--- config.mk ---
export PLATFORM = sky130hd
export DESIGN_NAME = apb_master_ctrl
export DESIGN_NICKNAME = d
export VERILOG_FILES = /design/src/rtl/apb_master_ctrl.sv
export SDC_FILE = /design/constraint.sdc
export NUM_CORES = 1
export LEC_CHECK = 0
export CORE_MARGIN = 2
export CORE_UTILIZATION = 35
export CTS_CLUSTER_DIAMETER = 40
export DETAILED_ROUTE_END_ITERATION = 8
export GPL_TIMING_DRIVEN = 0
export PLACE_DENSITY = 0.77
export SYNTH_ARGS = -nofsm -noshare
export SYNTH_HDL_FRONTEND = slang
export SYNTH_SLANG_ARGS = --single-unit
--- constraint.sdc ---
create_clock -name PCLK -period 3.8 [get_ports PCLK]
set_input_delay 0.76 -clock PCLK [delete_from_list [all_inputs] [get_ports PCLK]]
set_output_delay 0.76 -clock PCLK [all_outputs]
set_load 0.02 [all_outputs]
--- src/rtl/apb_master_ctrl.sv ---
// APB master bridge: turns one request/response command into an APB transfer
// to one of SLAVES_NUM address-decoded completers, with stall timeout.
module apb_master_ctrl #(
  parameter int unsigned DATA_WIDTH     = 32,
  parameter int unsigned ADDR_WIDTH     = 32,
  parameter int unsigned SLAVES_NUM     = 4,
  parameter int unsigned REGION_SHIFT   = 12,
  parameter int unsigned TIMEOUT_CYCLES = 16,
  localparam int unsigned STROBE_WIDTH  = DATA_WIDTH / 8
) (
  input  logic                             PCLK,
  input  logic                             PRESET,
  input  logic                             req_valid,
  output logic                             req_ready,
  input  logic [ADDR_WIDTH-1:0]            req_addr,
  input  logic                             req_write,
  input  logic [DATA_WIDTH-1:0]            req_wdata,
  input  logic [STROBE_WIDTH-1:0]          req_strb,
  input  logic [2:0]                       req_prot,
  output logic                             rsp_valid,
  input  logic                             rsp_ready,
  output logic [DATA_WIDTH-1:0]            rsp_rdata,
  output logic                             rsp_err,
  output logic                             rsp_timeout,
  output logic [ADDR_WIDTH-1:0]            PADDR,
  output logic [SLAVES_NUM-1:0]            PSEL,
  output logic                             PENABLE,
  output logic                             PWRITE,
  output logic [DATA_WIDTH-1:0]            PWDATA,
  output logic [STROBE_WIDTH-1:0]          PSTRB,
  output logic [2:0]                       PPROT,
  input  logic [SLAVES_NUM-1:0]            PREADY,
  input  logic [SLAVES_NUM-1:0]            PSLVERR,
  input  logic [SLAVES_NUM*DATA_WIDTH-1:0] PRDATA
);

  localparam int unsigned IDX_W = (SLAVES_NUM > 1) ? $clog2(SLAVES_NUM) : 1;
  localparam int unsigned CNT_W = (TIMEOUT_CYCLES > 0) ? $clog2(TIMEOUT_CYCLES + 1) : 1;
  localparam bit              TO_EN    = (TIMEOUT_CYCLES != 0);
  localparam logic [CNT_W-1:0] TO_LIMIT = CNT_W'(TIMEOUT_CYCLES);

  typedef enum logic [1:0] {IDLE, SETUP, ACCESS, RESP} state_t;

  state_t                  state_q, state_d;
  logic [IDX_W-1:0]        idx_q, idx_d, req_idx;
  logic [CNT_W-1:0]        cnt_q, cnt_d, cnt_inc;
  logic [ADDR_WIDTH-1:0]   addr_shifted;
  logic                    req_hit;
  logic [SLAVES_NUM-1:0]   psel_dec;
  logic [DATA_WIDTH-1:0]   wdata_masked;
  logic                    sel_ready, sel_err;
  logic [DATA_WIDTH-1:0]   sel_rdata;

  logic                    req_ready_d, rsp_valid_d, rsp_err_d, rsp_timeout_d;
  logic [DATA_WIDTH-1:0]   rsp_rdata_d, pwdata_d;
  logic [ADDR_WIDTH-1:0]   paddr_d;
  logic [SLAVES_NUM-1:0]   psel_d;
  logic                    penable_d, pwrite_d;
  logic [STROBE_WIDTH-1:0] pstrb_d;
  logic [2:0]              pprot_d;

  // Region decode of the incoming request and byte-strobe masking of its data
  always_comb begin
    addr_shifted = req_addr >> REGION_SHIFT;
    req_hit      = addr_shifted < ADDR_WIDTH'(SLAVES_NUM);
    req_idx      = IDX_W'(addr_shifted);
    psel_dec     = SLAVES_NUM'(1) << req_idx;
    for (int k = 0; k < int'(STROBE_WIDTH); k++) begin
      wdata_masked[k*8 +: 8] = req_strb[k] ? req_wdata[k*8 +: 8] : 8'h00;
    end
  end

  // Completion signals of the currently selected slave only
  always_comb begin
    sel_ready = 1'b0;
    sel_err   = 1'b0;
    sel_rdata = '0;
    for (int i = 0; i < int'(SLAVES_NUM); i++) begin
      if (idx_q == IDX_W'(i)) begin
        sel_ready = PREADY[i];
        sel_err   = PSLVERR[i];
        sel_rdata = PRDATA[i*DATA_WIDTH +: DATA_WIDTH];
      end
    end
  end

  assign cnt_inc = cnt_q + CNT_W'(1);

  // Next state and next values of every registered output
  always_comb begin
    state_d       = state_q;
    idx_d         = idx_q;
    cnt_d         = cnt_q;
    req_ready_d   = req_ready;
    rsp_valid_d   = rsp_valid;
    rsp_rdata_d   = rsp_rdata;
    rsp_err_d     = rsp_err;
    rsp_timeout_d = rsp_timeout;
    paddr_d       = PADDR;
    psel_d        = PSEL;
    penable_d     = PENABLE;
    pwrite_d      = PWRITE;
    pwdata_d      = PWDATA;
    pstrb_d       = PSTRB;
    pprot_d       = PPROT;

    case (state_q)
      IDLE: begin
        req_ready_d = 1'b1;
        if (req_valid && req_ready) begin
          req_ready_d = 1'b0;
          if (req_hit) begin
            state_d   = SETUP;
            idx_d     = req_idx;
            cnt_d     = '0;
            paddr_d   = req_addr;
            pwrite_d  = req_write;
            pprot_d   = req_prot;
            pstrb_d   = req_write ? req_strb : '0;
            pwdata_d  = req_write ? wdata_masked : '0;
            psel_d    = psel_dec;
            penable_d = 1'b0;
          end else begin
            // Unmapped address: answer directly without touching the bus
            state_d       = RESP;
            rsp_valid_d   = 1'b1;
            rsp_err_d     = 1'b1;
            rsp_timeout_d = 1'b0;
            rsp_rdata_d   = '0;
          end
        end
      end

      SETUP: begin
        penable_d = 1'b1;
        state_d   = ACCESS;
      end

      ACCESS: begin
        if (sel_ready) begin
          state_d       = RESP;
          psel_d        = '0;
          penable_d     = 1'b0;
          rsp_valid_d   = 1'b1;
          rsp_err_d     = sel_err;
          rsp_timeout_d = 1'b0;
          rsp_rdata_d   = PWRITE ? '0 : sel_rdata;
        end else if (TO_EN && (cnt_inc == TO_LIMIT)) begin
          state_d       = RESP;
          psel_d        = '0;
          penable_d     = 1'b0;
          rsp_valid_d   = 1'b1;
          rsp_err_d     = 1'b1;
          rsp_timeout_d = 1'b1;
          rsp_rdata_d   = '0;
          cnt_d         = cnt_inc;
        end else begin
          cnt_d = cnt_inc;
        end
      end

      RESP: begin
        if (rsp_ready) begin
          state_d     = IDLE;
          rsp_valid_d = 1'b0;
          req_ready_d = 1'b1;
        end
      end

      default: state_d = IDLE;
    endcase
  end

  always_ff @(posedge PCLK or posedge PRESET) begin
    if (PRESET) begin
      state_q     <= IDLE;
      idx_q       <= '0;
      cnt_q       <= '0;
      req_ready   <= 1'b0;
      rsp_valid   <= 1'b0;
      rsp_rdata   <= '0;
      rsp_err     <= 1'b0;
      rsp_timeout <= 1'b0;
      PADDR       <= '0;
      PSEL        <= '0;
      PENABLE     <= 1'b0;
      PWRITE      <= 1'b0;
      PWDATA      <= '0;
      PSTRB       <= '0;
      PPROT       <= '0;
    end else begin
      state_q     <= state_d;
      idx_q       <= idx_d;
      cnt_q       <= cnt_d;
      req_ready   <= req_ready_d;
      rsp_valid   <= rsp_valid_d;
      rsp_rdata   <= rsp_rdata_d;
      rsp_err     <= rsp_err_d;
      rsp_timeout <= rsp_timeout_d;
      PADDR       <= paddr_d;
      PSEL        <= psel_d;
      PENABLE     <= penable_d;
      PWRITE      <= pwrite_d;
      PWDATA      <= pwdata_d;
      PSTRB       <= pstrb_d;
      PPROT       <= pprot_d;
    end
  end

endmodule

; Word-level counts from Yosys, hierarchy flattened
; Index checks and enable logic that the tools add are counted.
[word_totals]
out_inout_bits = 113
in_bits = 212
regBits = 122
[classes]
n_mux = 59
n_lt_le_gt_ge = 1
n_reduce_logical = 15
n_eq_ne = 13
addsub = 1
shift = 1
[op_table]
columns = operator, count
row1 = 32-bit two-way mux, 10
row2 = 32-bit one-hot mux with 2 select lines, 1
row3 = 8-bit two-way mux, 4
row4 = 1-bit two-way mux, 23
row5 = "20-bit by 3-bit less-than comparator with 1-bit output, second input constant", 1
row6 = 4-bit two-way mux, 5
row7 = 4-bit AND reduction, 4
row8 = 5-bit two-way mux, 3
row9 = 2-bit two-way mux, 5
row10 = "2-bit inequality test, second input constant", 5
row11 = 5-bit one-hot mux with 2 select lines, 1
row12 = "2-bit == test, second input constant", 4
row13 = 2-bit one-hot mux with 4 select lines, 1
row14 = 4-bit one-hot mux with 2 select lines, 1
row15 = 1-bit one-hot mux with 2 select lines, 3
row16 = 1-bit one-hot mux with 3 select lines, 2
row17 = 3-bit AND reduction, 2
row18 = 3-bit nonzero test, 2
row19 = "5-bit by 1-bit adder with 5-bit output, second input constant", 1
row20 = "5-bit == test, second input constant", 1
row21 = 5-bit AND reduction, 1
row22 = "2-bit by 1-bit == test with 1-bit output, second input constant", 2
row23 = 2-bit logical NOT, 2
row24 = 2-bit nonzero test, 2
row25 = other kinds (4), 4

; Depth between registers and ports, before layout
; Gate-level depths: netlist of the first run.
[depth]
depth_word = 8
ltp_mapped = 10
mapped_depth_nobuf = 6

; Worst setup path before layout of the first run
; OpenSTA, ideal clock, no wires.
[synth_timing]
path_kind = input-to-reg
startpoint = in req_addr[23]
endpoint = reg PWDATA[0]
cell_stages = 8
path_slack_ns = 1.459
arrival_time_ns = 2.207
setup_ns = 0.134
path_cell_list = nor4_1 > nand2_1 > or3_1 > clkbuf_1 > clkbuf_1 > clkbuf_1 > nand2_1 > o21ai_0
[synth_via]
elab_chain_len = 2
[synth_rtl]
columns = element, line_no
row1 = from (decl), 15  ; input logic [ADDR_WIDTH-1:0] req_addr,
row2 = 20-bit by 3-bit less-than comparator with 1-bit output, 65  ; req_hit = addr_shifted < ADDR_WIDTH'(SLAVES_NUM);
row3 = 3-bit AND reduction (no line), -
row4 = to (signal assigned), 204  ; PWDATA <= pwdata_d;
row5 = to (decl), 29  ; output logic [DATA_WIDTH-1:0] PWDATA,
; No other way between the ends.
; A chain may end at the register's enable or synchronous reset.

; Worst setup path in the final report of the first run
[layout_timing]
startpoint = in req_addr[27]
endpoint = reg PWDATA[2]
; The elaborated chain is that of the path after synthesis.

==> summary.txt, run 1 <==
CTS
  – Clock tree from TritonCTS: built
  – H-tree levels: 4
  – # clock sinks: 120
  – Clock latency on the worst-skew pair: 0.41 ns
  – CTS resizes: 0
  – Clock transition at the registers of the reported paths: 0.06 ns
  – Total setup buffers inserted after CTS: 0
  – Maximum clock path buffer count: 2
  – Hold buffer count at CTS: 0
  – CTS Root Cell: sky130_fd_sc_hd__clkbuf_16
  – TritonCTS Buffers: 17

Worst hold path
  – Path category of the worst min-delay check: flip-flop to flip-flop

Worst setup path
  – Critical Path Source Type: input port
  – Slowest cell on the critical path: sky130_fd_sc_hd__or3_1
  – Arrival time of data at the critical path endpoint: 3.21 ns
  – Setup Crit Path Kind: input port to flip-flop
  – Cell mode on critical path: sky130_fd_sc_hd__clkbuf_1
  – Critical path's top delay family: buffers and inverters
  – Type of element capturing the critical path: flip-flop
  – Worst-path fanout max: 10
  – Sum of buffers and inverters on the critical path: 4
  – Critical Path Max Stage Delay: 0.45 ns
  – Crit-path cells: clkdlybuf4s50_1 -> nor4_1 -> nand3_1 -> or3_1 -> clkbuf_1 -> clkbuf_1 -> clkbuf_1 -> nand2_1 -> o21ai_0
  – CP Data Required Time: 4.07 ns

Route
  – Total number of vias: 5084
  – Post-DRT Antenna Nets: 0
  – Number of vias per cell: 4.82
  – Detailed-route DRC error count: 0
  – Detail-routed net length per standard cell: 17.3 um
  – Detailed Routing Iterations Pass 1: 4
  – Number of violations reported at the end of detailed-routing iteration 0: 201
  – Detailed-route wire length: 18300 um

Place
  – Last weighted congestion value of the routability-driven placer: 0.869
  – Port buffer count: 324
  – DP HPWL: 14300 um
  – Post-place setup slack: 0.415 ns

Final layout
  – Antenna diode count: 0
  – Area Overhead vs Synth: 72.1%
  – Fill cells: 1363
  – Nets: 1038
  – Share of cells above drive strength 1: 0.170

Synth
  – Synth warnings: 0
  – Number of enable-type register cells in the synthesized netlist: 0
  – Count of state elements after synthesis: 120
  – Synth area leaders: sky130_fd_sc_hd__dfrtp_1 (51%), sky130_fd_sc_hd__mux4_2 (13%), sky130_fd_sc_hd__mux2_2 (11%)
  – Post-synthesis area per instance: 12.3 sq um
  – Number of distinct standard cells referenced by the synthesized netlist: 38
  – Async set-or-reset flop fraction in the synthesized netlist: 1.00
  – Biggest area consumer among synthesized cells: sky130_fd_sc_hd__dfrtp_1
  – Post-Synthesis Net Count: 692
  – Sequential element share of the synthesized area: 0.512
  – Summed instance area of the synthesized netlist: 5860 sq um
  – Proportion of netlist area held by the largest area contributor: 0.512
  – Most instantiated flip-flop cell in the synthesis netlist: sky130_fd_sc_hd__dfrtp_1
  – Mapped Cells: 475

Floorplanning
  – Core box area: 16500 sq um
  – Number of ports placed on the die boundary: 325
  – Overall die area: 17800 sq um
  – Initial cell density of the core: 0.356
  – Row count: 47
  – Die boundary width: 133 um
  – Die Height: 133 um

Power and ir drop
  – Cell leakage power: 4.19 nW
  – Pwr/cell area: 515 nW/um^2
  – Max IR drop VDD: 0.474 mV

GRT
  – Global-route congestion overflow total: 0
  – Via count of the first global-routing pass: 5454
  – Pin count of the biggest net entering global routing: 41
  – Initial antenna violation count: 0
  – GRT Util Overall: 0.210
  – Wire length of the first global-routing pass: 29200 um

STA
  – Final count of negative-setup-slack endpoints: 0
  – Clock period minus worst slack: 2.94 ns
  – Unrepaired setup endpoints after global routing: false
  – Worst-case clock skew: 0.00729 ns
  – Hold Fails Final Rpt: 0
  – Achievable clock frequency: 0.341 GHz
  – Fraction of the cycle the final worst path needs: 0.772
  – Slew of the pin with the lowest slew margin: 0.820 ns
  – Relative slew margins: 0.453
  – Setup Total Neg Slack: 0 ns
  – Final setup margin: 0.865 ns
  – Number of pins with negative max-slew slack in the final report: 0

Run status
  – Outcome: finished, final reports clean

Job
  – Number of maximum-capacitance constraint violations: 0
==> tightest hold or removal path, delay by kind of cell, from the launching register on <==
family | cells | cell delay [ns]
AND/OR/NAND/NOR | 1 | 0.05
AO/OA/AOI/OAI | 1 | 0.06
flip-flops | 1 | 0.34
==> cells by family after synthesis <==
kind of cell,share of synthesized area
mux,0.253
fa+ha+maj,0.0107
buf+inv,0.0316
compound gates,0.0521
flops,0.512
simple gates,0.141
==> cell usage in the layout (no fill, tap or decap), types with 3 or more instances in the layout <==
master / instances
sky130_fd_sc_hd__inv_1: 7
sky130_fd_sc_hd__buf_1: 8
sky130_fd_sc_hd__nand2_1: 70
sky130_fd_sc_hd__nand3_1: 8
sky130_fd_sc_hd__bufinv_16: 4
sky130_fd_sc_hd__nand2b_1: 3
sky130_fd_sc_hd__clkinv_4: 5
sky130_fd_sc_hd__buf_12: 3
sky130_fd_sc_hd__mux4_2: 34
sky130_fd_sc_hd__nor2_1: 6
sky130_fd_sc_hd__buf_2: 3
sky130_fd_sc_hd__and2_1: 24
sky130_fd_sc_hd__clkbuf_16: 17
sky130_fd_sc_hd__buf_6: 3
sky130_fd_sc_hd__o22ai_1: 4
sky130_fd_sc_hd__ha_1: 5
sky130_fd_sc_hd__o21ai_0: 36
sky130_fd_sc_hd__mux2i_1: 5
sky130_fd_sc_hd__clkdlybuf4s50_1: 324
sky130_fd_sc_hd__clkinvlp_4: 3
sky130_fd_sc_hd__clkbuf_1: 17
sky130_fd_sc_hd__nor2b_1: 33
sky130_fd_sc_hd__mux2_2: 58
sky130_fd_sc_hd__dfrtp_1: 120
sky130_fd_sc_hd__nor4_1: 4
==> flip-flops by register name (all words and copies together) (netlist names) <==
signal       cells
PSEL             4
PPROT            3
rsp_timeout      1
PADDR           32
rsp_rdata       32
rsp_valid        1
req_ready        1
cnt_q            5
state_q          2
PWDATA          32
rsp_err          1
PWRITE           1
PSTRB            4
PENABLE          1
==> per-stage QoR <==
step / utilization / hold WS, ns / cells / power (W) / area [sq um]
3_5_place_dp: 0.573 / 0.469 / 1022 / 0.00348 / 9440
6_report: 0.613 / 0.478 / 1054 / 0.00520 / 10100
5_1_grt: 0.613 / 0.504 / 1054 / 0.00545 / 10100
2_1_floorplan: - / 0.477 / 475 / 0.00264 / 5860
3_3_place_gp: 0.570 / 0.462 / 1019 / 0.00345 / 9380
4_1_cts: 0.613 / 0.482 / 1054 / 0.00526 / 10100
==> power by group <==
group          switching (W)  leakage [nW]  internal [W]  total, W
clock network       0.000637         0.308       0.00112   0.00175
logic               0.000852          2.24      0.000974   0.00183
registers           0.000123          1.64       0.00150   0.00162
total                0.00161          4.19       0.00359   0.00520
==> layout make-up <==
type / count / area [sq um] / share of cell area
Clock inverter: 15 / 219 / 0.0217
Timing Repair Buffer: 327 / 3300 / 0.328
Clock buffer: 17 / 425 / 0.0422
Buffer: 33 / 155 / 0.0154
Sequential cell: 120 / 3000 / 0.298
Tap cell: 220 / 275 / 0.0273
Multi-Input combinational cell: 314 / 2670 / 0.265
Inverter: 8 / 33.8 / 0.00335
==> final timing paths <==
| check | slack, ns | endpoint | from | depth (start not counted) |
|---|---|---|---|---|
| max | 0.86 | PWDATA[2] | req_addr[27] | 9 |
| min | 0.48 | PWDATA[8] | PWDATA[8] | 2 |
| max reg2reg | 1.14 | PWDATA[2] | state_q[0] | 10 |
| min reg2reg | 0.48 | PWDATA[8] | PWDATA[8] | 2 |
| max in group asynchronous | 2.29 | cnt_q[3] | PRESET | 4 |
| min in group asynchronous | 0.76 | PADDR[4] | PRESET | 2 |
==> routing by layer <==
layer	share of wire	vias to the layer above	wire length [um]	track usage
li1	-	2372	-	-
met1	0.41	2484	7460	0.257
met2	0.50	203	9050	0.360
met3	0.076	25	1390	0.0628
met4	0.019	0	354	0.0644
met5	0	-	0	0
==> synthesized netlist by cell type, types with 6 or more instances <==
cell type / instances
sky130_fd_sc_hd__and2_1: 24
sky130_fd_sc_hd__buf_1: 8
sky130_fd_sc_hd__clkbuf_1: 17
sky130_fd_sc_hd__dfrtp_1: 120
sky130_fd_sc_hd__inv_1: 8
sky130_fd_sc_hd__mux2_2: 58
sky130_fd_sc_hd__mux4_2: 34
sky130_fd_sc_hd__nand2_1: 70
sky130_fd_sc_hd__nand3_1: 8
sky130_fd_sc_hd__nor2_1: 6
sky130_fd_sc_hd__nor2b_1: 33
sky130_fd_sc_hd__o21ai_0: 36
No activity file was read; power rests on OpenSTA's default activity.
==> run 2, diff against run 1 <==
- CORE_UTILIZATION: 35 -> 39
- PLACE_DENSITY: 0.77 -> 0.81
- clock period: 3.8 -> 2.92 ns (I/O delays scaled with it)
==> run 2 against run 1 <==
  * Sequential share of layout area increased by 0.30 points
  * Clock skew increased by 0.0017 ns
  * Sequential power increased by 31%
  * Flip-flop and latch count unchanged
  * Via count increased by 2.7%
  * Clock power increased by 18%
  * Design area decreased by 0.99%
==> summary.txt, run 2 (synthesis gave the netlist of run 1 again) <==
CTS
  – H-tree levels: 4 (unchanged)
  – Maximum clock path buffer count: 2 (unchanged)
  – TritonCTS Buffers: 17 (unchanged)
  – Hold buffer count at CTS: 0 (unchanged)
  – # clock sinks: 120 (unchanged)
  – Clock transition at the registers of the reported paths: 0.06 ns (about the same)
  – Total setup buffers inserted after CTS: 0 (unchanged)
  – CTS Root Cell: sky130_fd_sc_hd__clkbuf_16 (unchanged)
  – Clock tree from TritonCTS: built (unchanged)
  – Clock latency on the worst-skew pair: 0.41 ns (about the same)

GRT
  – Met3 Usage GRT: 0.0645 (was 0.0628)
  – Initial antenna violation count: 0 (unchanged)
  – Via count of the first global-routing pass: 5632 (was 5454)
  – Pin count of the biggest net entering global routing: 43 (was 41)
  – Global-route congestion overflow total: 0 (unchanged)
  – Met1 Resource Use GR: 0.280 (was 0.257)
  – Global-route met2 utilization: 0.440 (was 0.360)
  – GRT Util Overall: 0.245 (was 0.210)
  – Grt peak-use layer: met2 (unchanged)
  – Wire length of the first global-routing pass: 30400 um (was 29200 um)

Worst setup path
  – Arrival time of data at the critical path endpoint: 2.93 ns (was 3.21 ns)
  – Number of cells on the worst reg-to-reg path: 10 (unchanged)
  – Critical path's top delay family: buffers and inverters (unchanged)
  – CP Data Required Time: 3.19 ns (was 4.07 ns)
  – Crit path from: req_addr[24] (was req_addr[27])
  – Capture instance of the worst register-to-register path: PWDATA[11] (was PWDATA[2])
  – Slowest cell on the critical path: sky130_fd_sc_hd__or3_1 (unchanged)
  – Sum of buffers and inverters on the critical path: 4 (unchanged)
  – Critical Path Max Stage Delay: 0.44 ns (was 0.45 ns)
  – Critical Path End: PWDATA[11] (was PWDATA[2])
  – Crit-path cells: clkdlybuf4s50_1 -> nor4_1 -> nand2_1 -> or3_1 -> clkbuf_1 -> clkbuf_2 -> clkbuf_1 -> nand2_1 -> o21ai_0 (was clkdlybuf4s50_1 -> nor4_1 -> nand3_1 -> or3_1 -> clkbuf_1 -> clkbuf_1 -> clkbuf_1 -> nand2_1 -> o21ai_0)
  – R2r setup slk: 0.30 ns (was 1.14 ns)
  – Crit Reg-Reg Startpoint: state_q[0] (unchanged)
  – Type of element capturing the critical path: flip-flop (unchanged)
  – Worst-path fanout max: 10 (unchanged)
  – Setup Crit Path Kind: input port to flip-flop (unchanged)
  – CP Depth: 9 (unchanged)
  – Critical Path Source Type: input port (unchanged)

Final layout
  – Final Non-Filler Cells: 1018 (was 1054)
  – Antenna diode count: 0 (unchanged)
  – Largest registers: PADDR: 32 flops, PWDATA: 32 flops, rsp_rdata: 32 flops (unchanged)
  – Fill cells: 1056 (was 1363)
  – Leading cell types in the layout, fill and taps excluded: sky130_fd_sc_hd__clkdlybuf4s50_1 (324), sky130_fd_sc_hd__dfrtp_1 (120), sky130_fd_sc_hd__nand2_1 (70), sky130_fd_sc_hd__mux2_2 (58), sky130_fd_sc_hd__o21ai_0 (36) (unchanged)
  – Share of cells above drive strength 1: 0.170 (unchanged)
  – Area Overhead vs Synth: 70.4% (was 72.1%)
  – Most common cell after layout, fill and taps aside: sky130_fd_sc_hd__clkdlybuf4s50_1 (unchanged)
  – Nets: 1038 (unchanged)

STA
  – Relative slew margins: 0.482 (was 0.453)
  – Achievable clock frequency: 0.376 GHz
  – Setup Total Neg Slack: 0 ns (unchanged)
  – Slew of the pin with the lowest slew margin: 0.776 ns (was 0.820 ns)
  – Worst-case clock skew: 0.00898 ns (was 0.00729 ns)
  – Final count of negative-setup-slack endpoints: 0 (unchanged)
  – Unrepaired setup endpoints after global routing: false (unchanged)
  – Number of pins with negative max-slew slack in the final report: 0 (unchanged)
  – Hold Fails Final Rpt: 0 (unchanged)
  – Clock period minus worst slack: 2.66 ns
  – Fraction of the cycle the final worst path needs: 0.910

Place
  – Placed Cells incl. Taps: 986 (was 1022)
  – Port buffer count: 324 (unchanged)
  – DP HPWL: 15600 um (was 14300 um)
  – Last weighted congestion value of the routability-driven placer: 0.905 (was 0.869)

Route
  – Detailed-route wire length: 19500 um (was 18300 um)
  – Detailed-route DRC error count: 0 (unchanged)
  – Number of violations reported at the end of detailed-routing iteration 0: 232 (was 201)
  – Total number of vias: 5222 (was 5084)
  – Detailed Routing Iterations Pass 1: 5 (was 4)
  – Post-DRT Antenna Nets: 0 (unchanged)
  – Detail-routed net length per standard cell: 19.1 um (was 17.3 um)
  – Number of vias per cell: 5.13 (was 4.82)

Worst hold path
  – Path category of the worst min-delay check: input port to asynchronous set/reset pin (was flip-flop to flip-flop)

Power and ir drop
  – Max IR drop VDD: 0.575 mV (was 0.474 mV)
  – Pwr/cell area: 661 nW/um^2 (was 515 nW/um^2)
  – Cell leakage power: 4.15 nW (was 4.19 nW)

Floorplanning
  – Initial cell density of the core: 0.402 (was 0.356)
  – Die Height: 127 um (was 133 um)
  – Row count: 44 (was 47)
  – Number of ports placed on the die boundary: 325 (unchanged)
  – Die boundary width: 127 um (was 133 um)
  – Core box area: 14600 sq um (was 16500 sq um)
  – Overall die area: 16000 sq um (was 17800 sq um)

Run status
  – Outcome: finished, final reports clean (unchanged)

Job
  – Number of maximum-capacitance constraint violations: 0 (unchanged)
==> run 2: changes by cell type in the layout (fill, tap and decap cells not counted), moves of 2 or more <==
cell / previous run / this run
sky130_fd_sc_hd__clkinv_4: 5 / 1
sky130_fd_sc_hd__bufinv_16: 4 / 2
sky130_fd_sc_hd__clkinvlp_4: 3 / 7
sky130_fd_sc_hd__inv_8: 2 / 0
==> run 2: layer usage <==
metal,vias up,share of wire
met2,238,0.52
li1,2371,-
met3,42,0.068
met5,-,0
met4,0,0.031
met1,2571,0.38
==> run 2: area by class of cell <==
type | count | area, sq um | share of cell area
Clock buffer | 19 | 443 | 0.0444
Tap cell | 184 | 230 | 0.0231
Clock inverter | 13 | 145 | 0.0145
Multi-Input combinational cell | 314 | 2670 | 0.268
Timing Repair Buffer | 327 | 3300 | 0.331
Inverter | 8 | 33.8 | 0.00338
Sequential cell | 120 | 3000 | 0.301
Buffer | 33 | 156 | 0.0157
==> run 2: worst min-delay path by stage <==
stage                           from          to  slack [ns]  cells after the start
after floorplan             cnt_q[4]    cnt_q[4]        0.48                      1
after global placement    PWDATA[11]  PWDATA[11]        0.47                      2
after detailed placement   PADDR[15]   PADDR[15]        0.47                      1
after CTS                     PRESET   PADDR[27]        0.48                      2
after global routing          PRESET    PADDR[8]        0.49                      2
final                         PRESET    PADDR[8]        0.48                      2
==> run 2: timing repair <==
action / CTS / global route
endpoints found under the hold margin: 0 / 0
resized for setup: 0 / 2
setup endpoints to repair: 0 / 18
==> run 2: report_power, final <==
part	internal, W	total [W]	switching, W
Sequential	0.00195	0.00212	0.000173
Combinational	0.00127	0.00242	0.00115
Clock	0.00128	0.00206	0.000772
Total	0.00450	0.00660	0.00210
==> run 2: stage by stage <==
step | worst slack, ns | hold slack [ns] | total power (W) | util | area [sq um]
2_1_floorplan | 0.675 | 0.477 | 0.00344 | - | 5860
3_3_place_gp | -0.244 | 0.465 | 0.00447 | 0.640 | 9340
3_5_place_dp | -0.291 | 0.470 | 0.00456 | 0.644 | 9400
4_1_cts | 0.146 | 0.476 | 0.00663 | 0.684 | 9980
5_1_grt | 0.0255 | 0.488 | 0.00689 | 0.684 | 9990
6_report | 0.262 | 0.476 | 0.00660 | 0.684 | 9990
==> run 3, diff against run 2 <==
- CAP_MARGIN: default -> 10
- SKIP_CTS_REPAIR_TIMING: default -> 1
==> run 3 against run 2 <==
  * Worst hold slack worse by 0.0015 ns
  * Via count is 0.13% higher
  * Sequential power hardly changed
  * First-iteration DRC count is 8.6% higher
  * Setup slack worse by 0.0031 ns
  * Total power is 2.7% higher
  * Flip-flop and latch count stayed put
  * Non-clock buffer count stayed put
  * Combinational power hardly changed
  * Final cell count stayed put
  * Clock skew is 0.0033 ns lower
  * Die area stayed put
  * Critical path type unchanged
  * Critical endpoint is now PWDATA[22]
  * Largest power group unchanged
==> summary.txt, run 3 (synthesis gave the netlist of run 1 again) <==
Final layout
  – Largest registers: PADDR: 32 flops, PWDATA: 32 flops, rsp_rdata: 32 flops (unchanged)
  – Utilization of the core after routing: 0.688 (was 0.684)
  – Leading cell types in the layout, fill and taps excluded: sky130_fd_sc_hd__clkdlybuf4s50_1 (324), sky130_fd_sc_hd__dfrtp_1 (120), sky130_fd_sc_hd__nand2_1 (70), sky130_fd_sc_hd__mux2_2 (58), sky130_fd_sc_hd__o21ai_0 (36) (unchanged)
  – Antenna diode count: 0 (unchanged)
  – Fill cells: 1040 (was 1056)
  – Final Non-Filler Cells: 1018 (unchanged)
  – Share of cells above drive strength 1: 0.170 (unchanged)
  – Nets: 1038 (unchanged)
  – Most common cell after layout, fill and taps aside: sky130_fd_sc_hd__clkdlybuf4s50_1 (unchanged)
  – Area Overhead vs Synth: 71.2% (was 70.4%)

CTS
  – # clock sinks: 120 (unchanged)
  – TritonCTS Buffers: 17 (unchanged)
  – CTS Root Cell: sky130_fd_sc_hd__clkbuf_16 (unchanged)
  – Clock latency on the worst-skew pair: 0.41 ns (about the same)
  – H-tree levels: 4 (unchanged)
  – Maximum clock path buffer count: 2 (unchanged)
  – Clock tree from TritonCTS: built (unchanged)
  – Clock transition at the registers of the reported paths: 0.06 ns (about the same)

STA
  – Final count of negative-setup-slack endpoints: 0 (unchanged)
  – Achievable clock frequency: 0.376 GHz (about the same)
  – Clock period minus worst slack: 2.66 ns (about the same)
  – Worst-case clock skew: 0.00569 ns (was 0.00898 ns)
  – Fraction of the cycle the final worst path needs: 0.911 (was 0.910)
  – Relative slew margins: 0.484 (was 0.482)
  – Unrepaired setup endpoints after global routing: false (unchanged)
  – Slew of the pin with the lowest slew margin: 0.774 ns (was 0.776 ns)
  – Hold Fails Final Rpt: 0 (unchanged)
  – Number of pins with negative max-slew slack in the final report: 0 (unchanged)

Power and ir drop
  – Internal Pwr Total: 0.00468 W (was 0.00450 W)
  – Sw Pwr: 0.00210 W (about the same)
  – Switching part of the total: 0.310 (was 0.318)
  – Cell leakage power: 4.18 nW (was 4.15 nW)
  – Pwr/cell area: 675 nW/um^2 (was 661 nW/um^2)
  – Share of power burned in combinational logic: 0.357 (was 0.367)
  – Final Power: 0.00678 W (was 0.00660 W)
  – Max IR drop VDD: 0.567 mV (was 0.575 mV)
  – Sequential fraction of design power: 0.313 (was 0.322)
  – Clock power frac: 0.330 (was 0.312)

GRT
  – Global-route congestion overflow total: 0 (unchanged)
  – Initial antenna violation count: 0 (unchanged)
  – GRT Util Overall: 0.245 (about the same)
  – Wire length of the first global-routing pass: 30200 um (was 30400 um)
  – Via count of the first global-routing pass: 5652 (was 5632)
  – Pin count of the biggest net entering global routing: 43 (unchanged)

Floorplanning
  – Core box area: 14600 sq um (unchanged)
  – Overall die area: 16000 sq um (unchanged)
  – Initial cell density of the core: 0.402 (unchanged)
  – Number of ports placed on the die boundary: 325 (unchanged)
  – Die boundary width: 127 um (unchanged)
  – Row count: 44 (unchanged)
  – Die Height: 127 um (unchanged)

Worst setup path
  – Critical Path Source Type: input port (unchanged)
  – Arrival time of data at the critical path endpoint: 2.93 ns (about the same)
  – CP Data Required Time: 3.19 ns (about the same)
  – Crit-path cells: clkdlybuf4s50_1 -> nor4_1 -> nand2_1 -> or3_1 -> clkbuf_1 -> clkbuf_2 -> clkbuf_1 -> nand2_1 -> o21ai_0 (unchanged)
  – Type of element capturing the critical path: flip-flop (unchanged)
  – Critical path's top delay family: buffers and inverters (unchanged)
  – Critical Path Max Stage Delay: 0.43 ns (was 0.44 ns)
  – Slowest cell on the critical path: sky130_fd_sc_hd__or3_1 (unchanged)
  – Setup Crit Path Kind: input port to flip-flop (unchanged)
  – Sum of buffers and inverters on the critical path: 4 (unchanged)
  – Worst-path fanout max: 10 (unchanged)

Job
  – Number of maximum-capacitance constraint violations: 0 (unchanged)

Route
  – Detailed-route DRC error count: 0 (unchanged)
  – Detailed Routing Iterations Pass 1: 4 (was 5)
  – Post-DRT Antenna Nets: 0 (unchanged)
  – Detail-routed net length per standard cell: 19.0 um (was 19.1 um)
  – Detailed-route wire length: 19300 um (was 19500 um)
  – Number of violations reported at the end of detailed-routing iteration 0: 252 (was 232)
  – Number of vias per cell: 5.14 (was 5.13)
  – Total number of vias: 5229 (was 5222)

Place
  – Port buffer count: 324 (unchanged)
  – Placed Cells incl. Taps: 986 (unchanged)
  – Last weighted congestion value of the routability-driven placer: 0.905 (unchanged)
  – DP HPWL: 15600 um (about the same)

Run status
  – Outcome: finished, final reports clean (unchanged)

Worst hold path
  – Path category of the worst min-delay check: input port to asynchronous set/reset pin (unchanged)
-- run 3: metrics by stage --
stage	hold slack, ns	setup slack (ns)	cell area (sq um)	TNS [ns]
floorplan	0.477	0.675	5860	0
global placement	0.465	-0.244	9340	-30.64
detailed placement	0.470	-0.291	9400	-10.88
CTS	0.471	0.132	10000	0
global route	0.471	0.0551	10000	0
finish	0.474	0.258	10000	0
-- run 3: final cells by class --
class / count / area (sq um) / area share
well taps: 184 / 230 / 0.0229
clock inverters: 13 / 193 / 0.0192
plain buffers: 33 / 156 / 0.0156
repair buffers: 327 / 3300 / 0.329
clock buffers: 19 / 443 / 0.0441
multi-input cells: 314 / 2670 / 0.266
inverters: 8 / 33.8 / 0.00337
flip-flops and latches: 120 / 3000 / 0.299
-- run 3: per-layer routing --
| layer | up-vias | track usage | share of wire |
|---|---|---|---|
| met4 | 0 | 0.0970 | 0.029 |
| met5 | - | 0 | 0 |
| li1 | 2378 | - | - |
| met2 | 226 | 0.438 | 0.52 |
| met3 | 41 | 0.0683 | 0.068 |
| met1 | 2584 | 0.276 | 0.38 |
-- run 3: worst register-to-register path: stages, from the launching register on --
cell and delay, ns:
sky130_fd_sc_hd__dfrtp_1 0.41, sky130_fd_sc_hd__inv_1 0.13, sky130_fd_sc_hd__ha_1 0.17, sky130_fd_sc_hd__clkbuf_1 0.27, sky130_fd_sc_hd__nand3_1 0.13, sky130_fd_sc_hd__or3_1 0.37
sky130_fd_sc_hd__clkbuf_1 0.20, sky130_fd_sc_hd__clkbuf_2 0.28, sky130_fd_sc_hd__clkbuf_1 0.28, sky130_fd_sc_hd__nand2_1 0.13, sky130_fd_sc_hd__o21ai_0 0.12
-- run 3: final timing paths --
kind                         startpoint    endpoint  slack, ns  cells past startpoint
setup / recovery           req_addr[24]  PWDATA[22]       0.26                      9
hold / removal                   PRESET    PADDR[8]       0.47                      2
setup reg to reg             state_q[0]  PWDATA[22]       0.28                     10
hold reg to reg               PWDATA[3]   PWDATA[3]       0.48                      2
max in group asynchronous        PRESET   rsp_valid       1.71                      4
min in group PCLK             PWDATA[3]   PWDATA[3]       0.48                      2
-- run 3: power groups by stage --
stage | logic, W | registers [W] | clock network [W]
after detailed placement | 0.00242 | 0.00214 | 0
after CTS | 0.00243 | 0.00212 | 0.00226
after global placement | 0.00234 | 0.00212 | 0
final | 0.00242 | 0.00212 | 0.00224
after global routing | 0.00256 | 0.00216 | 0.00236
after floorplan | 0.000998 | 0.00244 | 0
